--- src/rtl/mdio_responder.sv ---
// Clause 22 MDIO management responder with a 32 x 16 register file, local read port and write notify.
// Build option: define MDIO_RESP_PREAMBLE_SUPPRESS_EN to accept frames without a 32-bit preamble.
module mdio_responder #(
  parameter logic [4:0]  PHY_ADDR = 5'd1,
  parameter logic [15:0] PHY_ID1  = 16'h0022,
  parameter logic [15:0] PHY_ID2  = 16'h1550
) (
  input  logic        clk,
  input  logic        arst_n,
  input  logic        mdc,
  input  logic        mdio_i,
  output logic        mdio_o,
  output logic        mdio_oe,
  input  logic [4:0]  loc_addr,
  output logic [15:0] loc_rdata,
  output logic        wr_pulse,
  output logic [4:0]  wr_addr,
  output logic [15:0] wr_data
);

  localparam int unsigned AW   = 5;
  localparam int unsigned DW   = 16;
  localparam int unsigned NREG = 32;
  localparam int unsigned CW   = 6;
  localparam logic [CW-1:0] PRE_MAX = CW'(32);

`ifdef MDIO_RESP_PREAMBLE_SUPPRESS_EN
  localparam logic PRE_SUPPRESS = 1'b1;
`else
  localparam logic PRE_SUPPRESS = 1'b0;
`endif

  typedef enum logic [2:0] {PRE, ST1, OP, PHYAD, REGAD, TA, DATA} state_t;

  logic [2:0]    mdc_q;
  logic [1:0]    mdio_q;
  logic          rise_c;
  logic          bit_c;
  state_t        state;
  logic [CW-1:0] pre_cnt;
  logic [3:0]    bit_cnt;
  logic [1:0]    op_q;
  logic [AW-2:0] phy_q;
  logic [AW-1:0] reg_q;
  logic          match;
  logic          is_rd;
  logic [DW-1:0] shift_q;
  logic [DW-1:0] regs [NREG];

  logic [AW-1:0] reg_next_c;
  logic [DW-1:0] rd_word_c;
  logic [DW-1:0] loc_word_c;
  logic [DW-1:0] wdata_c;
  logic          rd_act_c;
  logic          ro_c;

  assign rise_c   = mdc_q[1] & ~mdc_q[2];
  assign bit_c    = mdio_q[1];
  assign wdata_c  = {shift_q[DW-2:0], bit_c};
  assign rd_act_c = match & is_rd;
  assign ro_c     = (reg_q == AW'(2)) || (reg_q == AW'(3));

  // Register file read muxes: ID registers are constants, the rest come from storage
  always_comb begin
    reg_next_c = {reg_q[AW-2:0], bit_c};
    case (reg_next_c)
      AW'(2):  rd_word_c = PHY_ID1;
      AW'(3):  rd_word_c = PHY_ID2;
      default: rd_word_c = regs[reg_next_c];
    endcase
    case (loc_addr)
      AW'(2):  loc_word_c = PHY_ID1;
      AW'(3):  loc_word_c = PHY_ID2;
      default: loc_word_c = regs[loc_addr];
    endcase
  end

  always_ff @(posedge clk) begin
    if (!arst_n) begin
      // MDC sync resets high so a pin already high after reset does not look like a rise
      mdc_q     <= 3'b111;
      mdio_q    <= 2'b11;
      state     <= PRE;
      pre_cnt   <= '0;
      bit_cnt   <= '0;
      op_q      <= '0;
      phy_q     <= '0;
      reg_q     <= '0;
      match     <= 1'b0;
      is_rd     <= 1'b0;
      shift_q   <= '0;
      mdio_o    <= 1'b1;
      mdio_oe   <= 1'b0;
      wr_pulse  <= 1'b0;
      wr_addr   <= '0;
      wr_data   <= '0;
      loc_rdata <= '0;
      for (int i = 0; i < int'(NREG); i++) regs[i] <= '0;
    end else begin
      mdc_q     <= {mdc_q[1:0], mdc};
      mdio_q    <= {mdio_q[0], mdio_i};
      wr_pulse  <= 1'b0;
      loc_rdata <= loc_word_c;
      if (rise_c) begin
        case (state)
          PRE: begin
            if (bit_c) begin
              if (pre_cnt != PRE_MAX) pre_cnt <= pre_cnt + CW'(1);
            end else begin
              pre_cnt <= '0;
              if (pre_cnt == PRE_MAX || PRE_SUPPRESS) state <= ST1;
            end
          end
          ST1: begin
            bit_cnt <= '0;
            state   <= bit_c ? OP : PRE;
          end
          OP: begin
            op_q <= {op_q[0], bit_c};
            if (bit_cnt == 4'd1) begin
              bit_cnt <= '0;
              state   <= PHYAD;
            end else begin
              bit_cnt <= bit_cnt + 4'd1;
            end
          end
          PHYAD: begin
            phy_q <= {phy_q[AW-3:0], bit_c};
            if (bit_cnt == 4'd4) begin
              match   <= (op_q == 2'b10 || op_q == 2'b01) && ({phy_q, bit_c} == PHY_ADDR);
              is_rd   <= (op_q == 2'b10);
              bit_cnt <= '0;
              state   <= REGAD;
            end else begin
              bit_cnt <= bit_cnt + 4'd1;
            end
          end
          REGAD: begin
            reg_q <= reg_next_c;
            if (bit_cnt == 4'd4) begin
              if (rd_act_c) shift_q <= rd_word_c;
              bit_cnt <= '0;
              state   <= TA;
            end else begin
              bit_cnt <= bit_cnt + 4'd1;
            end
          end
          TA: begin
            if (bit_cnt == 4'd0) begin
              if (rd_act_c) begin
                mdio_oe <= 1'b1;
                mdio_o  <= 1'b0;
              end
              bit_cnt <= 4'd1;
            end else begin
              if (rd_act_c) mdio_o <= shift_q[DW-1];
              shift_q <= wdata_c;
              bit_cnt <= '0;
              state   <= DATA;
            end
          end
          DATA: begin
            // One shift register serves both directions: MSB goes out, sampled bit comes in
            shift_q <= wdata_c;
            if (bit_cnt == 4'd15) begin
              if (rd_act_c) begin
                mdio_oe <= 1'b0;
                mdio_o  <= 1'b1;
              end else if (match && !ro_c) begin
                regs[reg_q] <= wdata_c;
                wr_pulse    <= 1'b1;
                wr_addr     <= reg_q;
                wr_data     <= wdata_c;
              end
              bit_cnt <= '0;
              pre_cnt <= '0;
              state   <= PRE;
            end else begin
              if (rd_act_c) mdio_o <= shift_q[DW-1];
              bit_cnt <= bit_cnt + 4'd1;
            end
          end
          default: begin
            pre_cnt <= '0;
            state   <= PRE;
          end
        endcase
      end
    end
  end

endmodule

--- config.mk ---
export PLATFORM = sky130hd
export DESIGN_NAME = mdio_responder
export DESIGN_NICKNAME = d
export VERILOG_FILES = /design/src/rtl/mdio_responder.sv
export SDC_FILE = /design/constraint.sdc
export NUM_CORES = 1
export LEC_CHECK = 0
export ABC_AREA = 0
export BUFFER_PORTS_ARGS = -buffer_cell sky130_fd_sc_hd__buf_2
export CORE_UTILIZATION = 57
export DETAILED_ROUTE_END_ITERATION = 7
export GPL_TIMING_DRIVEN = 1
export PLACE_DENSITY = 0.76
export SYNTH_ARGS = -nofsm -noshare
export SYNTH_HDL_FRONTEND = slang
export SYNTH_SLANG_ARGS = --single-unit
--- constraint.sdc ---
create_clock -name clk -period 3.25 [get_ports clk]
set_input_delay 0.975 -clock clk [delete_from_list [all_inputs] [get_ports clk]]
set_output_delay 0.975 -clock clk [all_outputs]
set_load 0.005 [all_outputs]
==> flow_summary.json <==
{
  "outcome": "finished clean",
  "crit_path_start_kind": "register",
  "grt_max_degree": 74,
  "cts_tree": "yes",
  "worstSetupPathType": "register to register",
  "clock-skew-final_ps": 29.63,
  "dr.first_iter.drc_count": 3391,
  "synthMuxAreaShare": 0.2116,
  "synth_top_family_by_area": "multiplexers",
  "yosys.area_share.simple": 0.1460,
  "finalCriticalPeriod_ps": 3040,
  "required_ps": 3770,
  "whs_endpoint": "mdio_q[1]",
  "p_per_area_mw_per_mm2": 499.0,
  "yosys.area.top_type_share": 0.4967,
  "dp_hpwl_um": 60540,
  "clockBufferDepth": 3,
  "syn_avg_cell_area_sq_um": 13.83,
  "critPathBufInv": 0,
  "cp_slowest_stage_delay_ps": 800,
  "synthAdderAreaFrac": 0.002435,
  "synth_xor_area_frac": 0.001704,
  "ys_ff_latch": 597,
  "synth_cell_types": 68,
  "cts_setup_buffers": 0,
  "die_h_um": 234.6,
  "critPathTopFamily": "simple AND/OR/NAND/NOR gates",
  "place_congestion": 0.9298,
  "via_count": 21276,
  "reg2reg_setup_slack_ps": 210,
  "drc_errors": 0,
  "path_cells": "ha_1 -> nand3_2 -> or3_4 -> or4b_4 -> nor2_2 -> and2_1",
  "reg2reg_depth": 6,
  "final_common_cell": "edfxtp_1",
  "ir_drop_v": 0.0004580,
  "die_area_sq_mm": 0.05502,
  "synth_compound_area_frac": 0.05036,
  "antenna_found_initial": 2,
  "pin_count": 49,
  "synth_ff_type": "edfxtp_1",
  "path_max_fanout": 26,
  "area_growth_pct": 12.50,
  "postCtsHoldBufs": 0,
  "clkTransAtPathRegs_ps": 60,
  "tightestPinTransition_ps": 1320,
  "cp.arrival_ps": 3560,
  "setup_ws_ps": 209.8,
  "clockRootBuffer": "clkbuf_16",
  "cap_violations": 0,
  "hold_violations": 0,
  "mostFrequentLayoutCells": "510 x edfxtp_1, 306 x and2_1, 241 x mux4_2, 159 x nor3_1, 134 x buf_4",
  "die_w_um": 234.6,
  "async_reset_ff_frac": 0,
  "synth_area_leaders": "edfxtp_1 50%, mux4_2 18%, and2_1 6.2%, dfxtp_1 5.6%, mux2i_1 3.1%",
  "period_share": 0.9355,
  "drt_pass1_iterations": 6,
  "htreeDepth": 2,
  "maxSlewHeadroom": 0.1189,
  "grt_pass1_wl_um": 136300,
  "grt_pass1_vias": 21359,
  "final_antenna_net_count": 0,
  "post-synth-top-area-cell": "edfxtp_1",
  "drive_gt1_frac": 0.2766,
  "clk_latency_ps": 670,
  "whs_path_depth": 1,
  "drt_wl_total_um": 91240,
  "core_area_sq_mm": 0.05297,
  "end_kind": "register",
  "wire_per_inst_um": 30.02,
  "power_uw": 17310,
  "start_util": 0.5820,
  "placed_cell_area_sq_mm": 0.03254,
  "grt.total_usage": 0.3415,
  "hold_class": "register to register",
  "vias_per_cell": 7.001,
  "synth_edf_count": 510,
  "post_cts_resize_count": 0,
  "io_buffers": 48,
  "final-setup-viol-count": 0,
  "nNetsFinal": 2313,
  "cts_buffers": 60,
  "syn_inst": 2230,
  "grt_overflow_total": 0,
  "leakagePower_uw": 0.01195,
  "cp_slowest_cell": "or4b_4",
  "reg2reg_from": "bit_cnt[0]",
  "ys_seq_area_frac": 0.5532,
  "drv_slew": 0,
  "stdcell_area_sq_mm": 0.03468,
  "syn-cell-area_sq_mm": 0.03083,
  "cts_sinks": 597,
  "hold_slack_ps": 412.9,
  "rsz0062_at_grt": "false",
  "r2r-end": "regs[9][7]",
  "min-delay-start": "mdio_q[0]",
  "pre_cts_slack_ps": 190.6,
  "yosysWarnings": 0,
  "fmax_ghz": 0.3289,
  "rows": 84,
  "nFillCells": 3754
}
-- how the worst max path moves through the flow --
stage / to / slack [ps] / cells past startpoint / startpoint
final: regs[9][7] / 210 / 6 / bit_cnt[0]
after global routing: regs[6][5] / 150 / 8 / bit_cnt[0]
after detailed placement: loc_rdata[11] / 190 / 6 / loc_addr[1]
after global placement: loc_rdata[3] / 210 / 6 / loc_addr[1]
after floorplan: regs[13][0] / -290 / 7 / bit_cnt[0]
after CTS: regs[6][3] / 260 / 8 / bit_cnt[0]
-- per-stage QoR --
step / TNS [ps] / cells / utilization
3_3_place_gp: 0 / 2924 / 0.6143
4_1_cts: 0 / 3038 / 0.6547
3_5_place_dp: 0 / 2924 / 0.6143
2_1_floorplan: -9318 / 2259 / -
6_report: 0 / 3039 / 0.6548
5_1_grt: 0 / 3039 / 0.6548
-- logic make-up after synthesis --
logic type               Yosys count
AND/OR/NAND/NOR                  785
adder cells (fa/ha/maj)            6
flip-flops                       597
XOR/XNOR                           6
multiplexers                     349
other                              1
buffers and inverters            247
AO/OA/AOI/OAI                    239
-- per-layer routing --
metal / GRT usage / wire length, um / vias to the layer above / share of wire
met5: 0 / 0 / - / 0
met4: 0.1647 / 4451 / 0 / 0.049
met3: 0.08079 / 12060 / 297 / 0.13
met2: 0.5146 / 41450 / 1702 / 0.45
met1: 0.4702 / 33270 / 10550 / 0.36
li1: - / - / 8727 / -
-- sequential cells by signal, summed over array words and instances, names as in the netlist, 5 cells and up --
signal	cells
wr_data	16
shift_q	16
wr_addr	5
reg_q	5
pre_cnt	6
regs	510
loc_rdata	16
-- cell usage after synthesis (8+ instances only) --
cell / number
mux2_2: 13
a31oi_1: 10
clkbuf_1: 124
mux2i_1: 95
a21oi_1: 40
nor2_1: 67
o22ai_1: 12
nand2_1: 81
nor3_2: 40
buf_1: 22
nor2_2: 8
nor2b_1: 16
and2_1: 306
a221oi_1: 13
buf_2: 64
inv_1: 25
mux4_2: 241
nand2b_1: 17
edfxtp_1: 510
nand3_1: 40
a22oi_1: 23
a22o_1: 20
o21ai_0: 77
nor3_1: 159
dfxtp_1: 87
-- report_power, final --
part | switching, uW | internal (uW) | leakage (uW)
registers | 182 | 8550 | 0.00595
logic | 604 | 528 | 0.00494
clock network | 3110 | 4330 | 0.00107
-- layout make-up --
type | instances | area [sq um] | share of cell area
multi-input cells | 1415 | 12930 | 0.3727
clock buffers | 88 | 1834 | 0.05288
clock inverters | 26 | 310.3 | 0.008946
flip-flops and latches | 597 | 17070 | 0.4921
repair buffers | 198 | 1582 | 0.04560
diodes | 1 | 2.502 | 0.00007215
inverters | 26 | 97.59 | 0.002814
well taps | 688 | 860.8 | 0.02482
No activity file was read; power rests on OpenSTA's default activity.
